**src/rtl/matrix_cmd_sequencer.sv**
```systemverilog
// matrix_cmd_sequencer
// Decodes a header/payload command stream and sequences configuration and
// execution requests to a matrix array. It tracks whether the array has a
// valid configuration, times out a stalled array and keeps a sticky error
// code until software clears it.

`ifndef INSTRUCTION_WIDTH
`define INSTRUCTION_WIDTH 32
`endif

package matrix_seq_pkg;

   // Operations understood by the matrix array. Every 3-bit encoding is
   // named, so any low-order bits of an EXEC header cast to a legal value.
   typedef enum logic [2:0] {
      OP_MATMUL    = 3'd0,
      OP_ADD       = 3'd1,
      OP_SUB       = 3'd2,
      OP_HADAMARD  = 3'd3,
      OP_TRANSPOSE = 3'd4,
      OP_SCALE     = 3'd5,
      OP_RELU      = 3'd6,
      OP_CLEAR     = 3'd7
   } matrix_op_t;

endpackage

module matrix_cmd_sequencer
   import matrix_seq_pkg::*;
#(
   parameter logic [15:0] MAX_DIM        = 16'd64,
   // Must be at least 2: the array is waited on for TIMEOUT_CYCLES-1 cycles
   // after the start pulse before the sequencer gives up.
   parameter int          TIMEOUT_CYCLES = 1024
) (
   input  logic                          clk,
   input  logic                          rst_n,
   input  logic                          cmd_valid,
   output logic                          cmd_ready,
   input  logic [`INSTRUCTION_WIDTH-1:0] cmd_data,
   output matrix_op_t                    operation,
   output logic                          start_operation,
   input  logic                          operation_done,
   input  logic                          operation_error,
   output logic                          config_valid,
   output logic [`INSTRUCTION_WIDTH-1:0] config_data,
   output logic                          seq_error,
   output logic [2:0]                    err_code,
   input  logic                          err_clear,
   output logic [15:0]                   ops_completed
);

   localparam logic [3:0] OPC_NOP    = 4'h0;
   localparam logic [3:0] OPC_CONFIG = 4'h1;
   localparam logic [3:0] OPC_EXEC   = 4'h2;

   localparam logic [2:0] ERR_NONE     = 3'd0;
   localparam logic [2:0] ERR_OPCODE   = 3'd1;
   localparam logic [2:0] ERR_DIMS     = 3'd2;
   localparam logic [2:0] ERR_UNCONFIG = 3'd3;
   localparam logic [2:0] ERR_ARRAY    = 3'd4;
   localparam logic [2:0] ERR_TIMEOUT  = 3'd5;

   // The wait counter only has to hold values up to TIMEOUT_CYCLES-1.
   localparam int                 CNT_W     = (TIMEOUT_CYCLES > 1) ? $clog2(TIMEOUT_CYCLES) : 1;
   localparam logic [CNT_W-1:0]   WAIT_LAST = CNT_W'(TIMEOUT_CYCLES - 1);
   localparam logic [CNT_W-1:0]   CNT_ONE   = CNT_W'(1);

   typedef enum logic [2:0] {
      S_IDLE,
      S_GET_PAYLOAD,
      S_ISSUE_CONFIG,
      S_CFG_SETTLE,
      S_ISSUE_START,
      S_WAIT_DONE,
      S_ERROR
   } state_t;

   state_t           state;
   logic             configured;
   logic             settle_cnt;
   logic [CNT_W-1:0] wait_cnt;

   logic             accept;
   logic [3:0]       opcode;
   logic [15:0]      rows;
   logic [15:0]      cols;
   logic             dims_bad;
   logic             wait_expired;
   matrix_op_t       exec_op;

   assign accept       = cmd_valid && cmd_ready;
   assign opcode       = cmd_data[31:28];
   assign rows         = cmd_data[31:16];
   assign cols         = cmd_data[15:0];
   assign dims_bad     = (rows == 16'd0) || (rows > MAX_DIM) ||
                         (cols == 16'd0) || (cols > MAX_DIM);
   assign wait_expired = ((wait_cnt + CNT_ONE) == WAIT_LAST);
   assign exec_op      = matrix_op_t'(cmd_data[$bits(matrix_op_t)-1:0]);

   // Command FSM; every output is registered and updated alongside the state
   // it belongs to, so pulses line up exactly with their state.
   always_ff @(posedge clk or negedge rst_n) begin
      if (!rst_n) begin
         state           <= S_IDLE;
         cmd_ready       <= 1'b0;
         start_operation <= 1'b0;
         config_valid    <= 1'b0;
         config_data     <= '0;
         operation       <= matrix_op_t'(0);
         seq_error       <= 1'b0;
         err_code        <= ERR_NONE;
         ops_completed   <= 16'd0;
         configured      <= 1'b0;
         settle_cnt      <= 1'b0;
         wait_cnt        <= '0;
      end else begin
         start_operation <= 1'b0;
         config_valid    <= 1'b0;

         case (state)
            S_IDLE: begin
               cmd_ready <= 1'b1;
               if (accept) begin
                  case (opcode)
                     OPC_NOP: begin
                        state <= S_IDLE;
                     end
                     OPC_CONFIG: begin
                        state <= S_GET_PAYLOAD;
                     end
                     OPC_EXEC: begin
                        if (configured) begin
                           operation       <= exec_op;
                           start_operation <= 1'b1;
                           wait_cnt        <= '0;
                           cmd_ready       <= 1'b0;
                           state           <= S_ISSUE_START;
                        end else begin
                           seq_error <= 1'b1;
                           err_code  <= ERR_UNCONFIG;
                           cmd_ready <= 1'b0;
                           state     <= S_ERROR;
                        end
                     end
                     default: begin
                        seq_error <= 1'b1;
                        err_code  <= ERR_OPCODE;
                        cmd_ready <= 1'b0;
                        state     <= S_ERROR;
                     end
                  endcase
               end
            end

            S_GET_PAYLOAD: begin
               if (accept) begin
                  cmd_ready <= 1'b0;
                  if (dims_bad) begin
                     seq_error <= 1'b1;
                     err_code  <= ERR_DIMS;
                     state     <= S_ERROR;
                  end else begin
                     config_data  <= cmd_data;
                     config_valid <= 1'b1;
                     state        <= S_ISSUE_CONFIG;
                  end
               end
            end

            S_ISSUE_CONFIG: begin
               configured <= 1'b1;
               settle_cnt <= 1'b0;
               state      <= S_CFG_SETTLE;
            end

            S_CFG_SETTLE: begin
               if (settle_cnt) begin
                  cmd_ready <= 1'b1;
                  state     <= S_IDLE;
               end else begin
                  settle_cnt <= 1'b1;
               end
            end

            S_ISSUE_START: begin
               wait_cnt <= '0;
               state    <= S_WAIT_DONE;
            end

            S_WAIT_DONE: begin
               if (operation_error) begin
                  seq_error <= 1'b1;
                  err_code  <= ERR_ARRAY;
                  state     <= S_ERROR;
               end else if (operation_done) begin
                  ops_completed <= ops_completed + 16'd1;
                  cmd_ready     <= 1'b1;
                  state         <= S_IDLE;
               end else if (wait_expired) begin
                  seq_error <= 1'b1;
                  err_code  <= ERR_TIMEOUT;
                  state     <= S_ERROR;
               end else begin
                  wait_cnt <= wait_cnt + CNT_ONE;
               end
            end

            S_ERROR: begin
               cmd_ready <= 1'b0;
               if (err_clear) begin
                  seq_error <= 1'b0;
                  err_code  <= ERR_NONE;
                  cmd_ready <= 1'b1;
                  state     <= S_IDLE;
               end
            end

            default: begin
               cmd_ready <= 1'b0;
               state     <= S_IDLE;
            end
         endcase
      end
   end

endmodule
```
**config.mk**
```make
export PLATFORM = sky130hd
export DESIGN_NAME = matrix_cmd_sequencer
export DESIGN_NICKNAME = d
export VERILOG_FILES = /design/src/rtl/matrix_cmd_sequencer.sv
export SDC_FILE = /design/constraint.sdc
export NUM_CORES = 1
export LEC_CHECK = 0
export BUFFER_PORTS_ARGS = -buffer_cell sky130_fd_sc_hd__buf_2
export CORE_MARGIN = 2
export CORE_UTILIZATION = 47
export CTS_BUF_LIST = sky130_fd_sc_hd__clkbuf_16
export DETAILED_ROUTE_END_ITERATION = 8
export GPL_TIMING_DRIVEN = 1
export PLACE_DENSITY = 0.86
export SYNTH_ARGS = -nofsm -noshare
export SYNTH_HDL_FRONTEND = slang
export SYNTH_SLANG_ARGS = --single-unit
```
**constraint.sdc**
```tcl
create_clock -name clk -period 2.3 [get_ports clk]
set_input_delay 0.46 -clock clk [delete_from_list [all_inputs] [get_ports clk]]
set_output_delay 0.46 -clock clk [all_outputs]
set_load 0.03 [all_outputs]
```
# [Word-level counts from Yosys, hierarchy flattened]
# Cells that the tools add are included.
[word_totals] register_bits=73 in_bits=38 output_inout_bits=58 wordCells=117
[op_classes] add_sub_neg=2 order_cmp=2 eq_ne=25 mux=53 bitwise=3 n_reduce_logical=20
[op_table] cell="10-bit 2-to-1 mux" count=6
[op_table] cell="3-bit 2-to-1 mux" count=15
[op_table] cell="16-bit by 7-bit greater-than comparator with 1-bit output, second input constant" count=2
[op_table] cell="16-bit zero test" count=2
[op_table] cell="10-bit case mux with 3 select lines" count=1
[op_table] cell="1-bit 2-to-1 mux" count=22
[op_table] cell="2-bit != test, second input constant" count=11
[op_table] cell="3-bit case mux with 7 select lines" count=1
[op_table] cell="16-bit by 1-bit adder with 16-bit output, second input constant" count=1
[op_table] cell="3-bit case mux with 4 select lines" count=1
[op_table] cell="10-bit by 1-bit adder with 10-bit output, second input constant" count=1
[op_table] cell="10-bit == test, second input constant" count=1
[op_table] cell="5-bit AND reduction" count=2
[op_table] cell="3-bit == test, second input constant" count=3
[op_table] cell="3-bit != test, second input constant" count=3
[op_table] cell="3-bit case mux with 3 select lines" count=1
[op_table] cell="9-bit AND reduction" count=1
[op_table] cell="7-bit AND reduction" count=1
[op_table] cell="3-bit by 2-bit == test with 1-bit output, second input constant" count=2
[op_table] cell="1-bit case mux with 6 select lines" count=1
[op_table] cell="3-bit case mux with 2 select lines" count=1
[op_table] cell="3-bit AND reduction" count=2
[op_table] cell="4-bit by 1-bit == test with 1-bit output, second input constant" count=1
[op_table] cell="4-bit by 2-bit == test with 1-bit output, second input constant" count=1
[op_table] cell="16 further kinds" count=22

# [Longest topological paths before layout]
# Gate-level depths: netlist (run 1).
[depth] ltp_word=7 depth_mapped=9 depth_no_buf=7

# [Worst setup path before layout (run 1)]
# Ideal clock, no wire load.
[synth_timing] path_type="reg2reg" from="reg wait_cnt[0]" to="reg wait_cnt[7]" setup_time_ns=0.104 arrival_time_ns=2.417 t_required_ns=2.196 setup_slack_ns=-0.220 path_stages_with_launch=10 n_path_buf=2 cell_sequence="dfrtp_1 > ha_1 > and2_2 > a32o_1 > a32o_2 > and2_4 > buf_6 > or4_4 > buf_6 > o41ai_2"
[synth_between] elab_chain_len=5 word_cells_on_any_way=8 cone_classes="1 x add/sub; 2 x eq/ne; 4 x mux; 1 x reduce/logical"
[synth_lines] item="start: declaration" line="82" rtl="logic [CNT_W-1:0] wait_cnt;"
[synth_lines] item="start signal: assignment" line="205" rtl="wait_cnt <= wait_cnt + CNT_ONE;"
[synth_lines] item="10-bit by 1-bit adder with 10-bit output (*)" line="98, 205"
[synth_lines] item="branches (longest 4 deep; another with 10-bit == test)"
# Mark *: on every way between the ends. The select of a mux whose other input is x is not followed.
# A chain may end at the register's enable or synchronous reset.

# [Worst setup path after layout (run 1)]
[layout_timing] from="in cmd_data[9]" to="reg config_data[1]"
[layout_between] elab_chain_len=5 word_cells_on_any_way=6 cone_classes="1 x order compare; 1 x bitwise; 4 x reduce/logical"
[layout_lines] item="start: declaration" line="40" rtl="input logic [`INSTRUCTION_WIDTH-1:0] cmd_data,"
[layout_lines] item="branches (longest 2 deep; another with 16-bit by 7-bit greater-than comparator with 1-bit output)"
[layout_lines] item="1-bit logical OR (*)" line="97" rtl="(cols == 16'd0) || (cols > MAX_DIM);"
[layout_lines] item="1-bit NOT (no line) (*)"
[layout_lines] item="3-bit AND reduction (no line) (*)"
[layout_lines] item="end signal: assignment" line="164" rtl="config_data <= cmd_data;"
[layout_lines] item="end: declaration" line="46" rtl="output logic [`INSTRUCTION_WIDTH-1:0] config_data,"
# Mark *: on every way between the ends.

==> metrics, run 1 <==
status=finished clean; Max Cap Viol=0; vias in the first global route=2,804; drt first-iter violations=slightly above 300; total track usage=22.56%; Slew @ Worst Pin=585.4 ps; crit start category=input pin; final hold violations=0; initial antenna violation count=0; Die Y=88.86 µm; synth top area cells=dfrtp_1 54%, mux2_2 6.3%, and2_1 3.9%; first-pass GRT wire length=13.62 mm; Fmax=between 0.4 and 0.5 GHz; routed wire length=approximately 8.3 mm; # diodes=0; Vias/cell=5.444; dpl cell area=a little over 4000 µm²; core footprint=about 6900 µm²; Reg clk slew, reported paths=60 ps; Net Sw Frac=19.78%; Die Span X=88.86 µm; leakage=2.324 nW; Final Instance Area=4474 µm²; top cell type's share of synthesized area=approximately 54%; WP data arrival=2420 ps; CTS sink cnt=73; Ports=96; Post-DRT Antenna Nets=0; #FFs+latches synth=73; DIE AREA=7896 µm²; Hold/Removal Path Class=in2reg; clock tree buffer depth=2; Cell Area, Synth=3384 µm²; DRC viols=0; fin worst setup slack=95.02 ps; syn avg cell area=approximately 11 µm²; Root Buffer Master=clkbuf_16; Final min period=2205 ps; largest net degree at the start of global routing=48; final hold slack=377.2 ps; post-synthesis cell count=302; total gr overflow=0; via count=2,831; post-synth cell types=51; Num CTS Buffers=9; Ys Warns=0; FFs w/ async S/R, synth=100.0%; share of cells above drive strength 1=slightly below 40%; Final Max Slew Viols=0; element type at the critical path end=flop; cell with the most instances after synthesis=dfrtp_1; net switching power=590.4 µW; post-DP HPWL=5.950 mm; drt wl/cell=16.03 µm; commonest cells in the netlist=73 x dfrtp_1, 21 x and2_1, 19 x mux2_2, 16 x nand2_1, 16 x nor2_1; area leader, netlist=dfrtp_1; Net Count, Synth=343; P_int=2.394 mW; Top FF cell, synth=dfrtp_1; CP required=between 2000 and 3000 ps; Pre-antenna DRT Iters=4; sequential share of the synthesized area=53.97%; worst vdd ir=0.0004043 V; routability cong.=0.8940; Comb pwr share=3.9%; Final setup viols=0; Initial Util=49.27%; EDFF count, synth=0; crit-path max FO=25; sequential power share=43.7%; Power Density=between 600 and 700 nW/µm²; RSZ-0062 raised after global routing=false; clk_skew=7.404 ps; crit path kind=in2reg; TritonCTS clock tree=built; H-tree levels=3; period utilization=95.87%; num rows=30; Port Buf Inserts=95; Area Growth Syn to Fin=32.20%; worst skew pair latency=approximately 330 ps; NumNets Final=461; part of the power in the clock network=around 52%; relative slew slack=around three fifths; pre-CTS setup slack=-196.4 ps
## area by class of cell
cell class	instances	area, µm²
Fill cell	497	2395
Sequential cell	73	1828
Multi-Input combinational cell	207	1473
Timing Repair Buffer	119	683.2
Clock buffer	9	225.2
Tap cell	96	120.1
Clock inverter	6	107.6
Inverter	10	37.54
## critical path: stages
cell and delay [ps]:
buf_2 90, or4_1 520, nor4_1 210, and4_1 270
and4_1 260, nand2_1 120, buf_12 180, mux2_2 280
## routing by layer
layer	global-route usage [%]	vias to the layer above	part of all wire, %
met3	5.317	5	7.7
met4	6.612	0	0.66
met1	29.16	1382	40
li1	-	1328	-
met2	37.92	116	51
met5	0	-	0
## kinds of logic (layout without fill, tap and decap cells)
logic type | after synthesis | count (layout) | share of synthesized area [%]
xor+xnor | 19 | 19 | 4.917
buf+inv | 23 | 144 | 3.253
compound gates | 53 | 53 | 11.53
fa+ha+maj | 3 | 3 | 1.109
flops | 73 | 73 | 53.97
mux | 22 | 22 | 7.209
simple gates | 109 | 110 | 18.00
## layout by cell type (no fill, tap or decap), types with 3 or more instances in the layout
cell / n
a211oi_1: 3
a21oi_1: 12
and2_1: 21
and4_1: 4
buf_2: 95
buf_4: 21
bufinv_16: 3
clkbuf_16: 9
dfrtp_1: 72
inv_1: 10
mux2_2: 19
mux2i_1: 3
nand2_1: 16
nand2b_1: 5
nand3_1: 11
nand4_1: 6
nor2_1: 16
nor2b_1: 6
nor3_1: 7
nor4_1: 5
o211ai_1: 5
o21ai_0: 7
o31ai_1: 4
or4_1: 3
xnor2_1: 12
xor2_1: 7
## metrics by stage
step | instances | TNS, ps | util, % | total power [mW]
2_1_floorplan | 302 | -52.74 | - | 1.352
3_3_place_gp | 503 | -2616 | 59.82 | 1.435
3_5_place_dp | 503 | -4411 | 59.82 | 1.439
4_1_cts | 519 | 0 | 64.88 | 3.002
5_1_grt | 520 | 0 | 65.14 | 3.080
6_report | 520 | 0 | 65.14 | 2.985
## sequential cells by signal (all words and copies together), names as in the netlist
register / count
config_data: 32
ops_completed: 16
wait_cnt: 10
err_code: 3
operation: 3
state: 3
cmd_ready: 1
config_valid: 1
configured: 1
seq_error: 1
settle_cnt: 1
start_operation: 1
## worst paths after layout
kind / startpoint / end / slack [ps] / cells past startpoint
min: cmd_data[4] / config_data[4] / 380 / 2
min in group asynchronous: rst_n / ops_completed[6] / 480 / 2
max: cmd_data[9] / config_data[1] / 100 / 8
max in group asynchronous: rst_n / config_data[6] / 1310 / 3
min reg2reg: ops_completed[15] / ops_completed[15] / 470 / 1
max reg2reg: wait_cnt[0] / wait_cnt[1] / 120 / 7
## power by group through the flow
stage / Sequential [mW] / Combinational, mW / Clock [mW]
floorplan: 1.32 / 0.0276 / 0
global placement: 1.32 / 0.110 / 0
detailed placement: 1.33 / 0.114 / 0
CTS: 1.30 / 0.117 / 1.58
global route: 1.30 / 0.131 / 1.64
finish: 1.30 / 0.116 / 1.57
## timing repair
item	4_1_cts	5_1_grt
pin swaps	0	1
resized for setup	1	3
hold buffers	1	0
endpoints found under the setup margin	1	11
hold endpoints to repair	1	0
gates cloned	0	1
setup buffers	0	0
No activity file was read; power rests on OpenSTA's default activity.
==> run 2: changes to the inputs <==
--- a/config.mk
+++ b/config.mk
@@ -11,7 +11,7 @@
 export CTS_BUF_LIST = sky130_fd_sc_hd__clkbuf_16
 export DETAILED_ROUTE_END_ITERATION = 8
 export GPL_TIMING_DRIVEN = 1
-export PLACE_DENSITY = 0.86
+export PLACE_DENSITY = 0.73
 export SYNTH_ARGS = -nofsm -noshare
 export SYNTH_HDL_FRONTEND = slang
 export SYNTH_SLANG_ARGS = --single-unit
==> metrics, run 2 (same netlist as run 1, synthesis figures left out) <==
cts hold-fix bufs=0 (was 1); Final Max Slew Viols=0 (unchanged); crit start category=flop (was input pin); Port Buf Inserts=95 (unchanged); commonest non-fill, non-tap cell in the layout=buf_2 (unchanged); RSZ-0062 raised after global routing=true (was false); crit-path max FO=6 (was 25); crit path kind=reg2reg (was in2reg); num rows=30 (unchanged); relative slew slack=73.52% (was 59.96%); post-DP HPWL=5.470 mm (was 5.950 mm); CP Cell Sequence=ha_2 -> and2_4 -> a32o_1 -> a32o_2 -> and2_4 -> or4_4 -> o41ai_2 (was buf_2 -> or4_1 -> nor4_1 -> and4_1 -> and4_1 -> nand2_1 -> buf_12 -> mux2_2); DIE AREA=7896 µm² (unchanged); worst vdd ir=0.0004020 V (was 0.0004043 V); Max Cap Viol=0 (unchanged); vias in the first global route=2,564 (was 2,804); element type at the critical path end=flop (unchanged); setup bufs post-CTS=0 (unchanged); final hold violations=0 (unchanged); max reg flops=32 (unchanged); # diodes=0 (unchanged); Setup TNS=0 ps (unchanged); Area Growth Syn to Fin=30.98% (was 32.20%); DRC viols=0 (unchanged); Power Density=625.4 nW/µm² (was 667.1 nW/µm²); Post-DRT Antenna Nets=0 (unchanged); period utilization=96.64% (was 95.87%); Largest regs=config_data: 32 flops, ops_completed: 16 flops, wait_cnt: 10 flops (unchanged); clock tree buffer depth=2 (unchanged); largest reg by FF count=config_data (unchanged); leakage=2.307 nW (was 2.324 nW); Root Buffer Master=clkbuf_16 (unchanged); WP data arrival=2440 ps (was 2420 ps); drt first-iter violations=207 (was 308); TritonCTS clock tree=built (unchanged); core footprint=6869 µm² (unchanged); CP max-delay cell=or4_4 (was or4_1); Num CTS Buffers=9 (unchanged); Vias/cell=5.207 (was 5.444); CTS sink cnt=73 (unchanged); Final min period=2223 ps (was 2205 ps); Metal-1 WL=3.406 mm (was 3.357 mm); initial antenna violation count=0 (unchanged); routed wire length=7.457 mm (was 8.334 mm); Initial Util=49.27% (unchanged); Slew @ Worst Pin=387.1 ps (was 585.4 ps); Fmax=0.4499 GHz (was 0.4535 GHz); routability cong.=0.9240 (was 0.8940); Reg clk slew, reported paths=60 ps (about the same); drt wl/cell=14.31 µm (was 16.03 µm); Hold/Removal Path Class=in2async (was in2reg); Worst path most repeated cell=and2_4 (was and4_1); share of cells above drive strength 1=38.82% (was 38.44%); CP required=2520 ps (was 2510 ps); worst skew pair latency=330 ps (about the same); status=finished clean (unchanged); Pre-antenna DRT Iters=4 (unchanged); via count=2,713 (was 2,831); total track usage=20.30% (was 22.56%); final core utilization=64.54% (was 65.14%); most frequent cells in the layout=95 x buf_2, 71 x dfrtp_1, 22 x buf_4 (was 95 x buf_2, 72 x dfrtp_1, 21 x and2_1, 21 x buf_4, 19 x mux2_2); clk_skew=5.248 ps (was 7.404 ps); Die Y=88.86 µm (unchanged); largest net degree at the start of global routing=74 (was 48); CP peak stage delay=470 ps (was 520 ps); first-pass GRT wire length=12.21 mm (was 13.62 mm); Die Span X=88.86 µm (unchanged); Ports=96 (unchanged); total gr overflow=0 (unchanged); NumNets Final=461 (unchanged); Final setup viols=0 (unchanged); H-tree levels=3 (unchanged); top layer in use=met4 (unchanged); met2 routed WL=3.549 mm (was 4.276 mm); met3 WL=371 µm (was 644 µm)
==> run 2: cell count changes in the layout (fill, tap and decap cells not counted), sizes merged <==
cell	delta
clkinvlp	+1
dlygate4sd3	-1
buf	+1
clkinv	+1
bufinv	-2
inv	+1
==> run 2: per-stage QoR <==
step | instance area [µm²] | worst slack [ps] | instances | power [mW] | hold slack (ps)
final | 4433 | 77.17 | 521 | 2.773 | 140.1
after global routing | 4433 | -15.56 | 521 | 2.877 | 173.6
after CTS | 4414 | 15.43 | 520 | 2.805 | 162.7
after detailed placement | 4116 | -189.3 | 504 | 1.436 | 469.1
after global placement | 4116 | -168.8 | 504 | 1.432 | 456.3
after floorplan | 3388 | -16.58 | 302 | 1.352 | 164.4
==> run 2: worst max-delay path: cells and delay by family, from the launching register on <==
family,cells,cell delay (ps)
and+or+nand+nor,3,800
AOI/OAI and AO/OA,3,680
DFF,1,410
adders and majority gates,1,230
==> run 2: final timing paths <==
kind,depth (start not counted),from,slack [ps],to
setup / recovery,7,wait_cnt[1],80,wait_cnt[6]
hold / removal,2,rst_n,140,config_data[7]
setup reg to reg,7,wait_cnt[1],80,wait_cnt[6]
hold reg to reg,1,ops_completed[6],480,ops_completed[6]
max in group asynchronous,2,rst_n,1830,state[2]
min in group clk,2,cmd_data[19],380,config_data[19]
==> run 2: layout make-up <==
class	count	area [µm²]
sequential	73	1829
clock buffer	9	225.2
inverter	10	37.54
clock inverter	7	72.57
multi-input combinational	207	1468
fill	562	2436
tap	96	120.1
timing repair buffer	119	680.7
==> run 2: routing by layer <==
metal	vias to the layer above	GRT usage, %
li1	1331	-
met1	1306	27.57
met2	65	30.80
met3	11	4.757
met4	0	9.780
met5	-	0
==> run 2: what timing repair did <==
item / in CTS / in global routing
pin swaps: 1 / 0
endpoints found under the setup margin: 5 / 9
gates cloned: 0 / 1
resized for setup: 0 / 5
==> run 2: report_power, final <==
group          internal (mW)  leakage, nW  total (mW)  switching, mW
Sequential              1.29        0.983        1.30         0.0105
Clock                  0.838        0.147        1.36          0.522
Combinational         0.0480         1.18       0.109         0.0614
Total                   2.18         2.31        2.77          0.594
